===== config.mk =====
export PLATFORM = sky130hd
export DESIGN_NAME = sfp_tile_acc
export DESIGN_NICKNAME = d
export VERILOG_FILES = /design/src/rtl/sfp_tile_acc.sv
export SDC_FILE = /design/constraint.sdc
export NUM_CORES = 2
export LEC_CHECK = 0
export CORE_UTILIZATION = 42
export DETAILED_ROUTE_END_ITERATION = 16
export DONT_BUFFER_PORTS = 1
export HOLD_SLACK_MARGIN = 0.05
export PLACE_DENSITY = 0.66
export SLEW_MARGIN = 10
export SYNTH_ARGS = -nofsm -noshare
export SYNTH_HDL_FRONTEND = slang
export SYNTH_SLANG_ARGS = --single-unit

===== constraint.sdc =====
create_clock -name clk -period 2.84 [get_ports clk]
set_input_delay 0.284 -clock clk [delete_from_list [all_inputs] [get_ports clk]]
set_output_delay 0.284 -clock clk [all_outputs]
set_load 0.05 [all_outputs]

===== src/rtl/sfp_tile_acc.sv =====
// sfp_tile_acc: per-column tile accumulator and activation stage between
// the last PE row and the OFIFO. Each column sums acc_len beats in 1, 2 or 4
// independent SIMD lanes, optionally saturates, then applies ReLU to the
// result and holds it for one OFIFO write. A full OFIFO stalls the column.
module sfp_tile_acc #(
    parameter int col     = 8,
    parameter int psum_bw = 16,
    parameter int len_w   = 8
) (
    input  logic                     clk,
    input  logic                     reset,
    input  logic [psum_bw*col-1:0]   in_psum,
    input  logic [col-1:0]           valid_in,
    output logic [col-1:0]           in_ready,
    input  logic [len_w-1:0]         acc_len,
    input  logic [1:0]               act_mode,
    input  logic                     relu_en,
    input  logic                     sat_en,
    input  logic                     ofifo_full,
    output logic [psum_bw*col-1:0]   out_accum,
    output logic [col-1:0]           wr_ofifo,
    output logic                     o_valid,
    output logic                     busy
);

    typedef enum logic {
        ST_ACC   = 1'b0,
        ST_DRAIN = 1'b1
    } state_t;

    logic [len_w:0] eff_len;
    logic [col-1:0] col_busy;

    // Tile length with 0 promoted to 1; one bit wider so cnt+1 never overflows.
    always_comb begin
        eff_len = (acc_len == '0) ? {{len_w{1'b0}}, 1'b1} : {1'b0, acc_len};
    end

    genvar gi, gm, gl;
    generate
        for (gi = 0; gi < col; gi++) begin : g_col
            logic [psum_bw-1:0] acc_q, acc_d;
            logic [psum_bw-1:0] res_q, res_d;
            logic [len_w-1:0]   cnt_q, cnt_d;
            state_t             state_q, state_d;
            logic [psum_bw-1:0] in_word;
            logic [psum_bw-1:0] sum_sel;
            logic [psum_bw-1:0] relu_sel;
            logic               accept;
            logic               last_beat;

            assign in_word = in_psum[gi*psum_bw +: psum_bw];

            // All three lane splits are built in parallel; act_mode picks one.
            for (gm = 0; gm < 3; gm++) begin : g_mode
                localparam int LANES = 1 << gm;
                localparam int W     = psum_bw / LANES;
                logic [psum_bw-1:0] sum_v;
                logic [psum_bw-1:0] relu_v;

                for (gl = 0; gl < LANES; gl++) begin : g_lane
                    logic [W:0]   lane_sum;
                    logic [W-1:0] lane_res;

                    // Signed lane add in W+1 bits, then clamp or wrap to W bits.
                    always_comb begin
                        lane_sum = {acc_q[gl*W+W-1], acc_q[gl*W +: W]}
                                 + {in_word[gl*W+W-1], in_word[gl*W +: W]};
                        if (sat_en && (lane_sum[W] != lane_sum[W-1])) begin
                            lane_res = lane_sum[W] ? {1'b1, {(W-1){1'b0}}}
                                                   : {1'b0, {(W-1){1'b1}}};
                        end else begin
                            lane_res = lane_sum[W-1:0];
                        end
                    end

                    assign sum_v[gl*W +: W]  = lane_res;
                    assign relu_v[gl*W +: W] = (relu_en && lane_res[W-1]) ? '0 : lane_res;
                end
            end

            // Lane-split select; mode 3 behaves like mode 0.
            always_comb begin
                case (act_mode)
                    2'd1: begin
                        sum_sel  = g_mode[1].sum_v;
                        relu_sel = g_mode[1].relu_v;
                    end
                    2'd2: begin
                        sum_sel  = g_mode[2].sum_v;
                        relu_sel = g_mode[2].relu_v;
                    end
                    default: begin
                        sum_sel  = g_mode[0].sum_v;
                        relu_sel = g_mode[0].relu_v;
                    end
                endcase
            end

            assign accept    = valid_in[gi] && (state_q == ST_ACC);
            assign last_beat = ({1'b0, cnt_q} + 1'b1) >= eff_len;

            // Next-state: accumulate beats, latch result on the last one, drain when OFIFO has room.
            always_comb begin
                state_d = state_q;
                acc_d   = acc_q;
                cnt_d   = cnt_q;
                res_d   = res_q;
                if (state_q == ST_ACC) begin
                    if (accept) begin
                        if (last_beat) begin
                            res_d   = relu_sel;
                            acc_d   = '0;
                            cnt_d   = '0;
                            state_d = ST_DRAIN;
                        end else begin
                            acc_d = sum_sel;
                            cnt_d = cnt_q + 1'b1;
                        end
                    end
                end else if (!ofifo_full) begin
                    state_d = ST_ACC;
                end
            end

            // Column state registers; reset discards any partial or undrained tile.
            always_ff @(posedge clk or negedge reset) begin
                if (!reset) begin
                    state_q <= ST_ACC;
                    acc_q   <= '0;
                    cnt_q   <= '0;
                    res_q   <= '0;
                end else begin
                    state_q <= state_d;
                    acc_q   <= acc_d;
                    cnt_q   <= cnt_d;
                    res_q   <= res_d;
                end
            end

            assign in_ready[gi]                         = (state_q == ST_ACC);
            assign wr_ofifo[gi]                         = (state_q == ST_DRAIN) && !ofifo_full;
            assign out_accum[gi*psum_bw +: psum_bw]     = res_q;
            assign col_busy[gi]                         = (cnt_q != '0) || (state_q == ST_DRAIN);
        end
    endgenerate

    assign o_valid = |wr_ofifo;
    assign busy    = |col_busy;

endmodule


Yosys cells after proc, flatten, opt, wreduce, memory -nomap -nowiden
Cells that the tools add are included.

Flip-flop bits (word level): 328. Input bits: 151. Output and inout port bits: 146. Logic and storage cells: 568.

$add $sub $neg: 72. Order comparisons: 8. Equality and inequality tests: 58. Mux-type cells: 226. Bitwise gates (word level): 8. Reduce and logical (&&, ||, !) cells: 164.

Operators with widths (count): two-way mux 16 bit (32); one-hot mux 16 bit (2 select lines) (16); two-way mux 8 bit (57); two-way mux 4 bit (96); adder 4 x 4 -> 5 bit (32); adder 8 x 8 -> 9 bit (16); adder 16 x 16 -> 17 bit (8); logical AND 1 bit (128); adder 8 x 1 -> 9 bit, second input constant (8); greater-or-equal comparator 9 x 8 -> 1 bit (8); adder 8 x 1 -> 8 bit, second input constant (8); nonzero test 8 bit (8); != test 1 bit (56); two-way mux 1 bit (25); AND reduction 3 bit (8); AND reduction 2 bit (8); OR reduction 8 bit (2); logical NOT 8 bit (1); logical OR 1 bit (8); inverter 1 bit (8); equality test 2 x 1 -> 1 bit, second input constant (1); equality test 2 bit, second input constant (1); logical NOT 1 bit (1).

Logic depth before layout (Yosys ltp)
Depth in word-level cells: 7. Depth in mapped cells: 14. Depth with buffers taken out: 12.

Worst setup path before layout
OpenSTA, ideal clock, no wires.

Path type: input to register. Start: input acc_len[4]. End: register g_col[2].res_q[13]. Arrival time: 3016 ps. Required time: 2715 ps. Setup slack: -301 ps. Stages on the path: 11. Buffers on the path: 1. Cells stage by stage: nor4_1 -> a41o_1 -> ha_1 -> nand2b_1 -> a21o_1 -> maj3_1 -> a211o_1 -> a2111oi_4 -> nor3_1 -> clkbuf_1 -> mux2_2.

Cells in the longest elaborated chain, start to end: 4.

Ends and longest elaborated chain: from (decl) (line 15) `input logic [len_w-1:0] acc_len,`; logical NOT 8 bit (line 36) `eff_len = (acc_len == '0) ? {{len_w{1'b0}}, 1'b1} : {1'b0, acc_len};`; two-way mux 8 bit * (line 36); greater-or-equal comparator 9 x 8 -> 1 bit * (line 101) `assign last_beat = ({1'b0, cnt_q} + 1'b1) >= eff_len;`; AND reduction 3 bit (no source line) *; to (signal assigned) (line 137) `res_q <= res_d;`; to (decl) (line 43) `logic [psum_bw-1:0] res_q, res_d;`.

Every way passes the cells marked *; elsewhere a longest branch is shown, timed or not. A chain may end at the register's enable or synchronous reset.

Final worst setup path
Start: register g_col[5].acc_q[0]. End: register g_col[5].acc_q[4].

Cells in the longest elaborated chain, start to end: 6. Elaborated cells on any way between the ends: 12. Those cells by class: add/sub: 2; eq/ne: 2; mux: 6; reduce/logical: 2.

Ends and longest elaborated chain: from (decl) (line 42) `logic [psum_bw-1:0] acc_q, acc_d;`; from (signal assigned) (line 130) `acc_q <= '0;`; from (signal assigned) (line 135) `acc_q <= acc_d;`; adder 16 x 16 -> 17 bit or adder 8 x 8 -> 9 bit (tied branches) (line 68) `+ {in_word[gl*W+W-1], in_word[gl*W +: W]};`; != test 1 bit (line 69) `if (sat_en && (lane_sum[W] != lane_sum[W-1])) begin`; logical AND 1 bit (line 69); two-way mux 16 bit or two-way mux 8 bit (tied branches) (line 69); one-hot mux 16 bit (2 select lines) * (line 84) `case (act_mode)`; two-way mux 16 bit * (line 111) `if (last_beat) begin`.

Marks and branches as above.

==> impl_metrics.toml <==
[status]
status = "complete, but fails checks"
violations = "hold timing, setup timing"

[finish]
area_delta_synth_final_pct = 38.7
design_area_um2 = 46900
layout_common_cells = "725 x buf_4, 428 x nand2_1, 344 x a21oi_1, 325 x dfrtp_1, 319 x o21ai_0"
layout_commonest_cell = "buf_4"
n_fill_cell = 6871
drive_above_1_share = 0.325
nNetsFinal = 5414

[floorplanning]
dieArea_um2 = 81600
start_util = 0.426
die_w_um = 286
core_area_um2 = 79300
io_pins = 297
fp-row-count = 103
die_h_um = 286

[detailed_routing]
via_per_inst = 6.34
first_iter_violations = 4052
drtAntennaViolNets = 0
wire_per_inst_um = 23.7
wl_um = 145000
drc = 0
first_pass_iters = 7
via_count = 38800

[placed_design]
gp_congestion = 0.957
dp_hpwl_um = 98700
portBuffers = 0
place_area_um2 = 39700

[synthesis]
ys_ff_latch = 328
synth_warnings = 0
synthArstFlopShare = 1.00
synth_edf_count = 0
synth_cells = 4377
ys_types = 114
synth_flop_cell = "dfrtp_1"
seq_area_frac_synth = 0.243
synth_top_area_frac = 0.243
synth_area_um2 = 33800
netlist_top_cells_area = "dfrtp_1 24%, ha_1 7.5%, o21ai_0 6.3%"
post_synth.cell_area_avg_um2 = 7.72
syn_nets = 4762
yosys.area.top_type = "dfrtp_1"

[run]
cap_viol_max_count = 0

[timing]
maxSlewViolCount = 0
fin_crit_sh = 1.08
finClkSkew_ns = 0.0188
hold_slack_ns = -0.586
rsz0062_at_grt = "true"
min_period_ns = 3.06
finalHoldViolCount = 328
max_freq_mhz = 327
tns_ns = -10.36
worst_slew_pin_slew_ns = 1.21
slew_headroom = 0.191
finalSetupViolCount = 126
setup_ws_ns = -0.220

[grt]
gr-total-overflow = 0
grt_pass1_wl_um = 213000
grt_max_degree = 329
antenna_found_initial = 10
grt_pass1_vias = 36800
grt_usage = 0.330

[cts]
cts.path.max_buffers = 3
cts_sinks = 328
cts_hold_buf = 5
cts-root-buf = "clkbuf_16"
cts_made_buffers = 45
htree_levels = 2
clkTransAtPathRegs_ns = 0.06
clkLatencyLatePin_ns = 0.60
cts_tree = "built"

[setup_path]
crit_required_ns = 3.33
cp_cell_sequence = "ha_2, inv_2, fa_2, and2b_2, o21ai_4, a2111oi_4, o211a_4, o22ai_4, mux2_4, or3_1, a32o_1"
cp_slowest_cell = "a2111oi_4"
crit_path_start_kind = "flip-flop"
path_class = "flip-flop to flip-flop"
cp_data_arrival_time_ns = 3.55
worst_setup_path_end_kind = "flip-flop"
max_stage_delay_ns = 0.40
crit_path_max_fanout = 5

[min_path]
hold_path.class = "input port to async pin"

[power]
p_leak_nw = 20.1
vdd_drop_max_mv = 0.728
powerDensity_nw_per_um2 = 1290
[cells by family after synthesis]
family,after synthesis,synth area share
simple gates,1326,0.185
flops,328,0.243
fa+ha+maj,239,0.0952
buf+inv,458,0.0547
xor+xnor,244,0.0639
compound gates,1744,0.346
mux,38,0.0122
[worst max-delay path: cells and delay by family (launching register included)]
kind	cells	cell delay, ns
AO/OA/AOI/OAI	5	1.07
AND/OR/NAND/NOR	2	0.58
buffers and inverters	1	0.04
flip-flops	1	0.35
adder cells (fa/ha/maj)	2	0.52
multiplexers	1	0.39
[area by class of cell]
| cell class | count | area, um2 | area share |
|---|---|---|---|
| multi-input cells | 3598 | 27500 | 0.588 |
| flip-flops and latches | 328 | 8210 | 0.175 |
| repair buffers | 867 | 7490 | 0.160 |
| clock buffers | 62 | 1320 | 0.0282 |
| well taps | 1050 | 1310 | 0.0280 |
| inverters | 189 | 718 | 0.0153 |
| clock inverters | 19 | 260 | 0.00555 |
| diodes | 6 | 15.0 | 0.000320 |
[final timing paths]
check                             startpoint  slack (ns)  depth (start not counted)                 end
hold reg to reg            g_col[0].acc_q[8]        0.48                          2   g_col[0].acc_q[8]
setup reg to reg           g_col[5].acc_q[0]       -0.22                         11   g_col[5].acc_q[4]
hold / removal                         reset       -0.59                          0   g_col[6].res_q[6]
setup / recovery           g_col[5].acc_q[0]       -0.22                         11   g_col[5].acc_q[4]
max in group asynchronous              reset        2.40                          0   g_col[6].cnt_q[0]
min in group clk                     relu_en        0.07                          3  g_col[3].res_q[10]
[metal layers]
layer | global-route usage | vias to the layer above | part of all wire
li1 | - | 17600 | -
met1 | 0.422 | 18600 | 0.39
met2 | 0.518 | 2098 | 0.45
met3 | 0.0890 | 507 | 0.11
met4 | 0.151 | 16 | 0.052
met5 | 0 | - | 0.00068
[repair_timing]
action,4_1_cts,5_1_grt
setup buffers,76,81
pin swaps,171,304
gates cloned,11,10
resized for setup,316,573
endpoints found under the setup margin,250,277
hold endpoints to repair,354,328
[registers in the layout, summed over array words and instances, names as in the netlist]
| signal | flops |
|---|---|
| g_col.cnt_q | 64 |
| g_col.state_q | 8 |
| g_col.acc_q | 128 |
| g_col.res_q | 128 |
[power by group]
part           internal [mW]  switching (mW)
registers               6.58            4.94
clock network           3.79            2.50
logic                   19.9            22.9
total                   30.3            30.3
[synthesized netlist by cell type (26+ instances only)]
master	count
xor2_1	89
nor3_1	70
fa_1	32
a21o_1	99
clkbuf_1	174
nor2b_1	54
or2_2	31
xnor2_1	152
a31oi_1	87
a211oi_1	39
ha_1	202
a21oi_1	414
inv_1	187
or3_1	26
and3_1	46
o221ai_1	34
dfrtp_1	328
nand4_1	28
nor2_1	327
buf_2	68
a32o_1	48
and2_1	31
nand2_1	447
o22ai_1	32
o31ai_1	46
nand3_1	111
o21ai_0	423
o211ai_1	91
nand2b_1	84
o21a_1	66
[through the flow]
stage	hold WS [ns]	cells	worst slack [ns]	total power [mW]	util
final	-0.586	6119	-0.220	60.6	0.591
after global routing	-0.609	6113	-0.338	64.2	0.591
after CTS	-0.627	6027	-0.178	54.7	0.550
after detailed placement	0.000615	5855	-0.746	45.3	0.502
after global placement	0.00304	5855	-0.675	44.9	0.502
after floorplan	-0.0116	4377	-0.188	33.2	-
Power figures use the tool's default switching activity.
